[src/rtl/opacc_cdrain_if.sv]
// Drain-side bundle between the tile drain engine, its opacc and the row consumer.
// slave = drain engine view, master = controller/opacc/consumer view.
interface opacc_cdrain_if #(
  parameter int nregs = 2,
  parameter int XLEN  = 8,
  parameter int vl    = 4,
  parameter int ml    = 4
) ();
  localparam int AW = (nregs > 1) ? $clog2(nregs) : 1;
  localparam int DW = vl * XLEN;
  localparam int RW = $clog2(ml) + 1;

  logic          start;
  logic [AW-1:0] start_addr;
  logic          clear;
  logic          busy;
  logic          done;

  logic [AW-1:0] cst_addr;
  logic          acc_pop;
  logic          acc_zero;
  logic [DW-1:0] co;

  logic          out_valid;
  logic          out_ready;
  logic [DW-1:0] out_data;
  logic [RW-1:0] out_row;
  logic          out_last;

  modport slave (
    input  start, start_addr, clear, co, out_ready,
    output busy, done, cst_addr, acc_pop, acc_zero,
           out_valid, out_data, out_row, out_last
  );

  modport master (
    output start, start_addr, clear, co, out_ready,
    input  busy, done, cst_addr, acc_pop, acc_zero,
           out_valid, out_data, out_row, out_last
  );
endinterface

[src/rtl/opacc_cdrain.sv]
// Drains one opacc tile row by row into a single-entry valid/ready output register.
// First row valid 2 cycles after start, then 1 row/cycle; out_ready low stalls pops.
module opacc_cdrain #(
  parameter int nregs = 2,
  parameter int XLEN  = 8,
  parameter int vl    = 4,
  parameter int ml    = 4
) (
  input  logic           i_clk,
  input  logic           i_reset,
  opacc_cdrain_if.slave  bus
);
  localparam int AW = (nregs > 1) ? $clog2(nregs) : 1;
  localparam int DW = vl * XLEN;
  localparam int RW = $clog2(ml) + 1;
  localparam logic [RW-1:0] LAST = RW'(ml - 1);

  typedef enum logic [1:0] {S_IDLE, S_DRAIN, S_FLUSH} state_t;

  state_t        r_state;
  state_t        w_next;
  logic [AW-1:0] r_addr;
  logic          r_clr;
  logic [RW-1:0] r_cnt;
  logic          r_vld;
  logic [DW-1:0] r_dat;
  logic [RW-1:0] r_row;
  logic          r_done;

  logic w_accept;
  logic w_take;
  logic w_pop;
  logic w_fin;
  logic w_busy;

  assign w_accept = r_vld & bus.out_ready;

  always_ff @(posedge i_clk or negedge i_reset) begin
    if (!i_reset) r_state <= S_IDLE;
    else          r_state <= w_next;
  end

  always_comb begin
    w_next = r_state;
    case (r_state)
      S_IDLE:  if (bus.start) w_next = S_DRAIN;
      S_DRAIN: if (w_pop && (r_cnt == LAST)) w_next = S_FLUSH;
      S_FLUSH: if (w_accept) w_next = S_IDLE;
      default: w_next = S_IDLE;
    endcase
  end

  // A pop only happens when the output register can take the row this edge.
  always_comb begin
    w_take = 1'b0;
    w_pop  = 1'b0;
    w_fin  = 1'b0;
    w_busy = 1'b0;
    case (r_state)
      S_IDLE:  w_take = bus.start;
      S_DRAIN: begin
        w_busy = 1'b1;
        w_pop  = ~r_vld | bus.out_ready;
      end
      S_FLUSH: begin
        w_busy = 1'b1;
        w_fin  = w_accept;
      end
      default: ;
    endcase
  end

  always_ff @(posedge i_clk or negedge i_reset) begin
    if (!i_reset) begin
      r_addr <= '0;
      r_clr  <= 1'b0;
      r_cnt  <= '0;
      r_vld  <= 1'b0;
      r_dat  <= '0;
      r_row  <= '0;
      r_done <= 1'b0;
    end else begin
      r_done <= w_fin;
      if (w_take) begin
        r_addr <= bus.start_addr;
        r_clr  <= bus.clear;
        r_cnt  <= '0;
      end
      if (w_pop) begin
        r_dat <= bus.co;
        r_row <= r_cnt;
        r_cnt <= r_cnt + RW'(1);
        r_vld <= 1'b1;
      end else if (w_accept) begin
        r_vld <= 1'b0;
      end
    end
  end

  assign bus.busy      = w_busy;
  assign bus.done      = r_done;
  assign bus.cst_addr  = r_addr;
  assign bus.acc_pop   = w_pop;
  assign bus.acc_zero  = w_pop & r_clr;
  assign bus.out_valid = r_vld;
  assign bus.out_data  = r_dat;
  assign bus.out_row   = r_row;
  assign bus.out_last  = r_vld & (r_row == LAST);
endmodule

[src/flat_wrapper.sv]
// flat-port wrapper written by rule: the top's interface ports become plain ports
module opacc_cdrain_flat 
#(
  parameter int nregs = 2,
  parameter int XLEN  = 8,
  parameter int vl    = 4,
  parameter int ml    = 4
)
  (i_clk, i_reset, bus_start, bus_start_addr, bus_clear, bus_co, bus_out_ready, bus_busy, bus_done, bus_cst_addr, bus_acc_pop, bus_acc_zero, bus_out_valid, bus_out_data, bus_out_row, bus_out_last);
  opacc_cdrain_if #(.nregs(nregs), .XLEN(XLEN), .vl(vl), .ml(ml)) bus_i ();
  input  logic i_clk;
  input  logic i_reset;
  input wire logic [$bits(bus_i.start)-1:0] bus_start;
  input wire logic [$bits(bus_i.start_addr)-1:0] bus_start_addr;
  input wire logic [$bits(bus_i.clear)-1:0] bus_clear;
  input wire logic [$bits(bus_i.co)-1:0] bus_co;
  input wire logic [$bits(bus_i.out_ready)-1:0] bus_out_ready;
  output wire logic [$bits(bus_i.busy)-1:0] bus_busy;
  output wire logic [$bits(bus_i.done)-1:0] bus_done;
  output wire logic [$bits(bus_i.cst_addr)-1:0] bus_cst_addr;
  output wire logic [$bits(bus_i.acc_pop)-1:0] bus_acc_pop;
  output wire logic [$bits(bus_i.acc_zero)-1:0] bus_acc_zero;
  output wire logic [$bits(bus_i.out_valid)-1:0] bus_out_valid;
  output wire logic [$bits(bus_i.out_data)-1:0] bus_out_data;
  output wire logic [$bits(bus_i.out_row)-1:0] bus_out_row;
  output wire logic [$bits(bus_i.out_last)-1:0] bus_out_last;
  assign bus_i.start = bus_start;
  assign bus_i.start_addr = bus_start_addr;
  assign bus_i.clear = bus_clear;
  assign bus_i.co = bus_co;
  assign bus_i.out_ready = bus_out_ready;
  assign bus_busy = bus_i.busy;
  assign bus_done = bus_i.done;
  assign bus_cst_addr = bus_i.cst_addr;
  assign bus_acc_pop = bus_i.acc_pop;
  assign bus_acc_zero = bus_i.acc_zero;
  assign bus_out_valid = bus_i.out_valid;
  assign bus_out_data = bus_i.out_data;
  assign bus_out_row = bus_i.out_row;
  assign bus_out_last = bus_i.out_last;
  opacc_cdrain #(.nregs(nregs), .XLEN(XLEN), .vl(vl), .ml(ml)) u_core (.i_clk(i_clk), .i_reset(i_reset), .bus(bus_i));
endmodule
[config.mk]
export PLATFORM = sky130hd
export DESIGN_NAME = opacc_cdrain_flat
export DESIGN_NICKNAME = d
export VERILOG_FILES = /design/src/rtl/opacc_cdrain_if.sv /design/src/rtl/opacc_cdrain.sv /design/src/flat_wrapper.sv
export SDC_FILE = /design/constraint.sdc
export NUM_CORES = 1
export LEC_CHECK = 0
export ABC_AREA = 1
export BUFFER_PORTS_ARGS = -buffer_cell sky130_fd_sc_hd__buf_2
export CORE_ASPECT_RATIO = 1.1
export CORE_MARGIN = 8
export CORE_UTILIZATION = 35
export DETAILED_ROUTE_END_ITERATION = 16
export GPL_ROUTABILITY_DRIVEN = 0
export PLACE_DENSITY = 0.66
export SLEW_MARGIN = 20
export SYNTH_ARGS = -nofsm -noshare
export SYNTH_HDL_FRONTEND = slang
export SYNTH_SLANG_ARGS = --single-unit
export TNS_END_PERCENT = 50
[constraint.sdc]
create_clock -name i_clk -period 4.35 [get_ports i_clk]
set_clock_uncertainty 0.15 [all_clocks]
set_input_delay 0.87 -clock i_clk [delete_from_list [all_inputs] [get_ports i_clk]]
set_output_delay 0.87 -clock i_clk [all_outputs]
set_load 0.005 [all_outputs]
==> run summary, run 1 <==
core area = 5070 um^2
CP Class = input port to output port
vias = 1459
worst rel slew slack = 65.1%
adder-cell share of the synthesized area = 4.06%
max cap viols = 0
Syn Std Cell Area = 1850 um^2
crit-path max FO = 43
TNS Setup = 0 ps
busiest grt layer = met2
crit path launch type = input port
final net count = 323
Worst Hold Class = register to register
ANT nets after route = 0
Root Buffer = clkbuf_8
Avg Synthesized Cell Area = 9.25 um^2
Die Span X = 85.3 um
worst endpoint required time = 3330 ps
Die Area = 7870 um^2
met3 usage = 2.77%
reg-to-reg endpoint = u_core.bus.out_row[0]
Post-CTS Setup Inserts = 0
RSZ-0062 raised after global routing = false
hold path cells = 2
commonest non-fill, non-tap cells in the layout = 106 x nand2_1, 78 x buf_2, 44 x dfrtp_1, 10 x inv_1, 10 x nand2_2
share of cells above drive strength 1 = 35.5%
CTS tree = done
FF-to-FF path depth = 5
die height = 92.2 um
CTS sink cnt = 44
number of global-route vias before repair = 1537
Reg clk slew, reported paths = 70 ps
initial antenna violation count = 0
Seq cells post-synth = 44
worst skew pair latency = 280 ps
# resized after CTS = 0
Non-Filler Cell Area, Final = 2340 um^2
largest net degree at the start of global routing = 45
status = complete, no violations
critical path arrival = 1920 ps
DRC = 0
mux cell area share after synthesis = 0.609%
XOR/XNOR Fraction of Synth Area = 0%
Hold Startpoint = u_core.bus.out_data[26]
gr ovfl total = 0
hold_buf cts = 0
H-Tree Depth = 2
simple-gate share of the synthesized area = 27.2%
Synth Area in Compound Gates = 1.96%
crit end category = output port
# port buffers = 79
Tot GR Track Use = 10.8%
placed cell area = 2240 um^2
Post-Route WL = 4050 um
Worst Tran Pin Value = 524 ps
drt wl/cell = 12.0 um
Synth Net Count = 244
I/O pins = 80
Fin. Hold Viols = 0
final hold slack = 323 ps
DR pass1 iterations = 4
post-route minimum period = 2940 ps
Post-DP HPWL = 3010 um
std cell rows = 27
WHS Endpoint = u_core.bus.out_data[26]
FMAX = 341 MHz
cts bufs inserted = 5
RR Startpoint = u_core.r_state[1]
Layout area overhead = 26.5%
via/cell ratio = 4.33
Initial Util = 36.5%
Reg2Reg Setup Slack = 2530 ps
Inserted Diodes = 0
clk buf depth = 2
register area share after synthesis = 59.5%
Final Max Tran Viols = 0
met2 GRT Util = 17.9%
largest family of logic cells by synthesized area = simple AND/OR/NAND/NOR gates
Final Setup Violations = 0
first-pass GRT wire length = 6800 um
synth warn = 0
cells after synthesis = 200
fin crit share = 67.5%
initial DRC count = 57
PD cells = 697 nW/um^2
Max VDD drop = 0.000228 V
GR Util met1 = 12.5%
Yosys cell types = 18
leakage = 1.38 nW
commonest non-fill, non-tap cell in the layout = nand2_1
==> cells in the mapped netlist <==
| library cell | n | area, um^2 |
|---|---|---|
| nand2_2 | 10 | 62.6 |
| nand2_4 | 1 | 11.3 |
| mux2_2 | 1 | 11.3 |
| o21ai_0 | 2 | 10.0 |
| inv_6 | 1 | 8.76 |
| inv_1 | 10 | 37.5 |
| a21oi_1 | 1 | 5.00 |
| nor3_1 | 1 | 5.00 |
| nand2_1 | 106 | 398 |
| o22ai_1 | 1 | 6.26 |
| nand3_1 | 3 | 15.0 |
| buf_6 | 3 | 33.8 |
| o21ai_1 | 3 | 15.0 |
| nor2_1 | 3 | 11.3 |
| dfrtp_1 | 44 | 1100 |
| buf_12 | 1 | 20.0 |
| buf_4 | 3 | 22.5 |
| ha_1 | 6 | 75.1 |
==> where the power goes <==
group | leakage (nW) | internal [mW] | switching (mW)
clock | 0.0503 | 0.141 | 0.124
sequential | 0.550 | 0.600 | 0.0989
combinational | 0.783 | 0.276 | 0.392
total | 1.38 | 1.02 | 0.615
==> sequential cells by signal, indices dropped and copies added (netlist names) <==
register	count
u_core.bus.cst_addr	1
u_core.bus.done	1
u_core.bus.out_data	32
u_core.bus.out_row	3
u_core.bus.out_valid	1
u_core.r_clr	1
u_core.r_cnt	3
u_core.r_state	2
==> how the worst max path moves through the flow <==
stage                        end              start  depth (start not counted)
floorplan           bus_acc_zero      bus_out_ready                          5
global placement     bus_acc_pop      bus_out_ready                          6
detailed placement   bus_acc_pop      bus_out_ready                          6
CTS                  bus_acc_pop      bus_out_ready                          6
global route         bus_acc_pop  u_core.r_state[1]                          5
finish               bus_acc_pop      bus_out_ready                          6
==> metrics by stage <==
step | instances | total power [mW] | worst slack [ps] | util (%)
4_1_cts | 337 | 1.67 | 1400 | 46.1
6_report | 337 | 1.63 | 1410 | 46.2
5_1_grt | 337 | 1.80 | 1280 | 46.2
3_5_place_dp | 330 | 1.40 | 1400 | 44.2
3_3_place_gp | 330 | 1.38 | 1410 | 44.2
2_1_floorplan | 200 | 1.16 | 1990 | -
==> cells by family (layout without fill, tap and decap cells) <==
kind of cell    after synthesis  after routing
compound gates                7              7
fa+ha+maj                     6              6
buf+inv                      18             97
flops                        44             44
mux                           1              1
simple gates                124            124
==> worst max-delay path: stages <==
cell and delay, ps:
buf_2 80, inv_1 40, nand2_2 80, nand2_4 270, inv_6 360, buf_2 180
==> layer usage <==
| layer | share of wire [%] | vias up | wire, um |
|---|---|---|---|
| met5 | 0 | - | 0 |
| met4 | 1.7 | 0 | 70 |
| met3 | 5.8 | 5 | 234 |
| met2 | 48 | 46 | 1930 |
| met1 | 45 | 644 | 1820 |
| li1 | - | 764 | - |
==> cell type report <==
| cell class | instances | area, um^2 |
|---|---|---|
| tap | 58 | 72.6 |
| multi-input combinational | 138 | 626 |
| sequential | 44 | 1100 |
| fill | 511 | 2730 |
| inverter | 11 | 46.3 |
| clock buffer | 7 | 96.3 |
| timing repair buffer | 79 | 398 |
Power figures use the tool's default switching activity.
==> run 2: changes to the inputs <==
PLACE_DENSITY = 0.68   (was 0.66)
clock period = 2.6 ns   (was 4.35 ns; I/O delays follow)
==> run summary, run 2 (synthesis results as in run 1) <==
max cap viols = 0 (unchanged)
TNS Setup = 0 ps (unchanged)
Worst Tran Pin Value = 950 ps (+427 ps)
Post-Route WL = 4230 um (+4.3%)
Inserted Diodes = 0 (unchanged)
Max VDD drop = 0.000505 V (+120%)
critical path arrival = 1440 ps (-480 ps)
first-pass GRT wire length = 6780 um (-0.31%)
DRC = 0 (unchanged)
number of global-route vias before repair = 1454 (-5.4%)
fin crit share = 81.1%
reg-to-reg endpoint = u_core.bus.out_row[0]
PD cells = 1190 nW/um^2 (+71%)
Slowest-stage cell, CP = dfrtp_1
Pint = 1.77 mW (+74%)
# resized after CTS = 0 (unchanged)
status = complete, no violations
# port buffers = 79 (unchanged)
share of power burned in registers = 41.2% (-1.6 points)
share of cells above drive strength 1 = 36.2% (+0.69 points)
cts bufs inserted = 5 (unchanged)
Initial Util = 36.5% (unchanged)
hold_buf cts = 0 (unchanged)
RR Startpoint = u_core.r_state[1]
Die Area = 7870 um^2 (unchanged)
FMAX = 474 MHz
largest net degree at the start of global routing = 45 (unchanged)
CP Class = register to output port
RSZ-0062 raised after global routing = false
Worst Hold Class = input port to async pin
Final Setup Violations = 0 (unchanged)
Non-Filler Cell Area, Final = 2370 um^2 (+1.2%)
crit path launch type = register
max reg flops = 32 (unchanged)
initial DRC count = 38 (-33%)
FF-to-FF path depth = 7 (+2)
via/cell ratio = 4.31 (-0.34%)
Root Buffer = clkbuf_8
crit end category = output port
ANT nets after route = 0 (unchanged)
Final Max Tran Viols = 0 (unchanged)
pre-CTS setup slack = 790 ps (-608 ps)
Layout fillers = 521 (+2.0%)
Reg2Reg Setup Slack = 780 ps (-1750 ps)
switching share of power = 37.5% (-0.17 points)
core area = 5070 um^2 (unchanged)
crit-path max cell delay = 400 ps (+40 ps)
DR pass1 iterations = 4 (unchanged)
post-route minimum period = 2110 ps
initial antenna violation count = 0 (unchanged)
H-Tree Depth = 2 (unchanged)
crit-path max FO = 17 (-60%)
clk buf depth = 2 (unchanged)
Reg clk slew, reported paths = 80 ps (about the same)
CTS tree = done
worst endpoint required time = 1930 ps (-1400 ps)
commonest non-fill, non-tap cells in the layout = 106 x nand2_1, 79 x buf_2, 44 x dfrtp_1, 10 x inv_1, 10 x nand2_2
die height = 92.2 um (unchanged)
Die Span X = 85.3 um (unchanged)
Clk pwr share = 18.1% (+1.8 points)
drt wl/cell = 12.4 um (+3.4%)
Combinational Power Share = 40.7% (-0.2 points)
gr ovfl total = 0 (unchanged)
CP startpoint = u_core.r_state[1]
Post-CTS Setup Inserts = 0 (unchanged)
I/O pins = 80 (unchanged)
worst-path cell chain = inv_1, ha_1, nand2_4, nor2_1, buf_2
placed cell area = 2260 um^2 (+0.67%)
Fin. Hold Viols = 0 (unchanged)
Post-DP HPWL = 3140 um (+4.1%)
worst setup margin = 492 ps (-921 ps)
Layout area overhead = 28.0%
CTS sink cnt = 44 (unchanged)
Finished Core Util = 46.7% (+0.54 points)
vias = 1467 (+0.55%)
Buf/Inv on CP = 2 (-2)
worst rel slew slack = 36.6% (-28 points)
delay-heaviest family, CP = flip-flops
final net count = 325 (+0.62%)
leakage = 1.40 nW (+0.91%)
std cell rows = 27 (unchanged)
Tot GR Track Use = 10.7% (-0.091 points)
Sw Pwr = 1.06 mW (+73%)
Power, Total = 2.83 mW (+73%)
commonest non-fill, non-tap cell in the layout = nand2_1
worst skew pair latency = 290 ps (about the same)
[run 2: cell type report]
cell class              instances  area [um^2]  share of cell area (%)
multi-input cells             138          626                    26.4
flip-flops and latches         44         1100                    46.5
inverters                      11         46.3                    1.96
clock inverters                 3         42.5                    1.80
clock buffers                   5         68.8                    2.91
well taps                      58         72.6                    3.07
repair buffers                 81          410                    17.3
[run 2: routing by layer]
metal | global-route usage [%] | vias up | wire, um | share of wire, %
met5 | 0 | - | 0 | 0
met4 | 4.39 | 0 | 48 | 1.1
met3 | 3.66 | 4 | 255 | 6.0
met2 | 17.9 | 50 | 2070 | 49
met1 | 12.2 | 644 | 1860 | 44
li1 | - | 769 | - | -
[run 2: worst max-delay path by stage]
stage,endpoint,depth (start not counted),slack (ps)
floorplan,bus_acc_zero,5,870
global placement,bus_acc_zero,6,800
detailed placement,bus_acc_zero,6,790
CTS,bus_acc_zero,5,470
global route,bus_acc_zero,5,370
finish,bus_acc_zero,5,490
[run 2: per-stage QoR]
stage                     hold WS [ps]  instances
final                              220        340
after floorplan                   74.4        200
after global placement             309        332
after global routing               254        340
after CTS                          253        340
after detailed placement           309        332
[run 2: power groups by stage]
stage	Clock, mW	Combinational (mW)	Sequential [mW]
finish	0.512	1.15	1.16
global route	0.569	1.33	1.20
CTS	0.535	1.19	1.17
detailed placement	0	1.19	1.18
global placement	0	1.16	1.17
floorplan	0	0.735	1.20
==> run 3: changes to the inputs <==
PLACE_DENSITY = 0.66   (was 0.68)
clock period = 2.2 ns   (was 2.6 ns; I/O delays follow)
==> run summary, run 3 (synthesis results as in run 1) <==
core area = 5070 um^2 (unchanged)
CTS sink cnt = 44 (unchanged)
crit path launch type = register
via/cell ratio = 4.36 (+1.1%)
ANT nets after route = 0 (unchanged)
PD cells = 1400 nW/um^2 (+17%)
TNS Setup = 0 ps (unchanged)
commonest non-fill, non-tap cell in the layout = nand2_1
initial antenna violation count = 0 (unchanged)
Layout fillers = 522 (+0.19%)
worst skew pair latency = 290 ps (about the same)
number of global-route vias before repair = 1594 (+9.6%)
FMAX = 492 MHz
Post-CTS Setup Inserts = 0 (unchanged)
Tot GR Track Use = 11.7% (+0.99 points)
Worst Hold Class = input port to register
first-pass GRT wire length = 7450 um (+9.9%)
Root Buffer = clkbuf_8
clk buf depth = 2 (unchanged)
CP Class = register to output port
delay-heaviest family, CP = flip-flops
DRC = 0 (unchanged)
drt wl/cell = 12.8 um (+2.8%)
worst-path cell chain = inv_1, ha_1, nand2_4, inv_6, buf_2
share of cells above drive strength 1 = 35.9% (-0.25 points)
Initial Util = 36.5% (unchanged)
largest net degree at the start of global routing = 34 (-24%)
Finished Core Util = 47.2% (+0.52 points)
cts bufs inserted = 5 (unchanged)
final net count = 327 (+0.62%)
status = complete, no violations
Inserted Diodes = 0 (unchanged)
Fin. Hold Viols = 0 (unchanged)
post-route minimum period = 2030 ps
Non-Filler Cell Area, Final = 2390 um^2 (+1.1%)
max cap viols = 0 (unchanged)
Max VDD drop = 0.000605 V (+20%)
Slowest-stage cell, CP = dfrtp_1
vias = 1492 (+1.7%)
Power, Total = 3.35 mW (+18%)
fin crit share = 92.4%
std cell rows = 27 (unchanged)
crit end category = output port
placed cell area = 2280 um^2 (+0.89%)
leakage = 1.41 nW (+1.0%)
commonest non-fill, non-tap cells in the layout = 106 x nand2_1, 79 x buf_2, 44 x dfrtp_1, 10 x inv_1, 10 x nand2_2
critical path arrival = 1440 ps (about the same)
Post-DP HPWL = 3370 um (+7.4%)
die height = 92.2 um (unchanged)
worst endpoint required time = 1610 ps (-320 ps)
gr ovfl total = 0 (unchanged)
DR pass1 iterations = 3 (-1)
initial DRC count = 46 (+21%)
Reg clk slew, reported paths = 80 ps (about the same)
max reg flops = 32 (unchanged)
Die Area = 7870 um^2 (unchanged)
CTS tree = done
crit-path max FO = 13 (-4)
Worst Tran Pin Value = 512 ps (-438 ps)
RSZ-0062 raised after global routing = false
Die Span X = 85.3 um (unchanged)
Buf/Inv on CP = 3 (+1)
Final Max Tran Viols = 0 (unchanged)
Final Setup Violations = 0 (unchanged)
I/O pins = 80 (unchanged)
Post-Route WL = 4370 um (+3.4%)
# port buffers = 79 (unchanged)
worst rel slew slack = 65.9% (+29 points)
crit-path max cell delay = 400 ps (about the same)
H-Tree Depth = 2 (unchanged)
Layout area overhead = 29.4%
==> run 3: changes by cell type in the layout (fill, tap and decap cells not counted), sizes merged <==
| cell | before | now |
|---|---|---|
| clkinvlp | 1 | 0 |
| buf | 81 | 82 |
| dlygate4sd3 | 0 | 1 |
| clkbuf | 5 | 6 |
==> run 3: repair_timing <==
action / 4_1_cts / 5_1_grt
endpoints found under the hold margin: 21 / 0
hold buffers: 1 / 0
resized for setup: 0 / 0
==> run 3: metal layers <==
layer | vias up | routed length, um | GRT usage (%)
met5 | - | 0 | 0
met4 | 0 | 63 | 4.39
met3 | 5 | 333 | 4.55
met2 | 48 | 2130 | 19.4
met1 | 668 | 1850 | 13.2
li1 | 771 | - | -
==> run 3: worst paths after layout <==
check / start / endpoint / slack (ps) / cells after the start
max in group asynchronous: i_reset / u_core.bus.out_data[20] / 900 / 3
worst min-delay path: bus_co[17] / u_core.bus.out_data[17] / 190 / 3
worst min register to register: u_core.bus.out_data[18] / u_core.bus.out_data[18] / 330 / 2
worst max register to register: u_core.r_state[1] / u_core.r_cnt[1] / 460 / 6
min in group asynchronous: i_reset / u_core.bus.out_data[29] / 500 / 2
worst max-delay path: u_core.r_state[1] / bus_acc_pop / 170 / 5
==> run 3: layout make-up <==
class | count | area, um^2 | area share [%]
clock buffers | 6 | 72.6 | 3.03
flip-flops and latches | 44 | 1100 | 46.0
multi-input cells | 138 | 626 | 26.1
clock inverters | 2 | 35.0 | 1.46
well taps | 58 | 72.6 | 3.03
repair buffers | 83 | 440 | 18.4
inverters | 11 | 46.3 | 1.93
==> run 3: worst min-delay path, cell delays in order <==
cell     delay (ps)
buf_2            70
nand2_1          40
nand2_1          40
==> run 3: where the power goes <==
group | internal (mW) | switching, mW
clock | 0.337 | 0.263
sequential | 1.19 | 0.193
combinational | 0.573 | 0.797
==> run 3: per-stage QoR <==
step	setup WS, ps	cells	hold WS, ps
after CTS	142	342	181
after global placement	517	333	290
final	167	342	192
after global routing	53.7	342	183
after floorplan	555	200	-5.59
after detailed placement	437	333	296
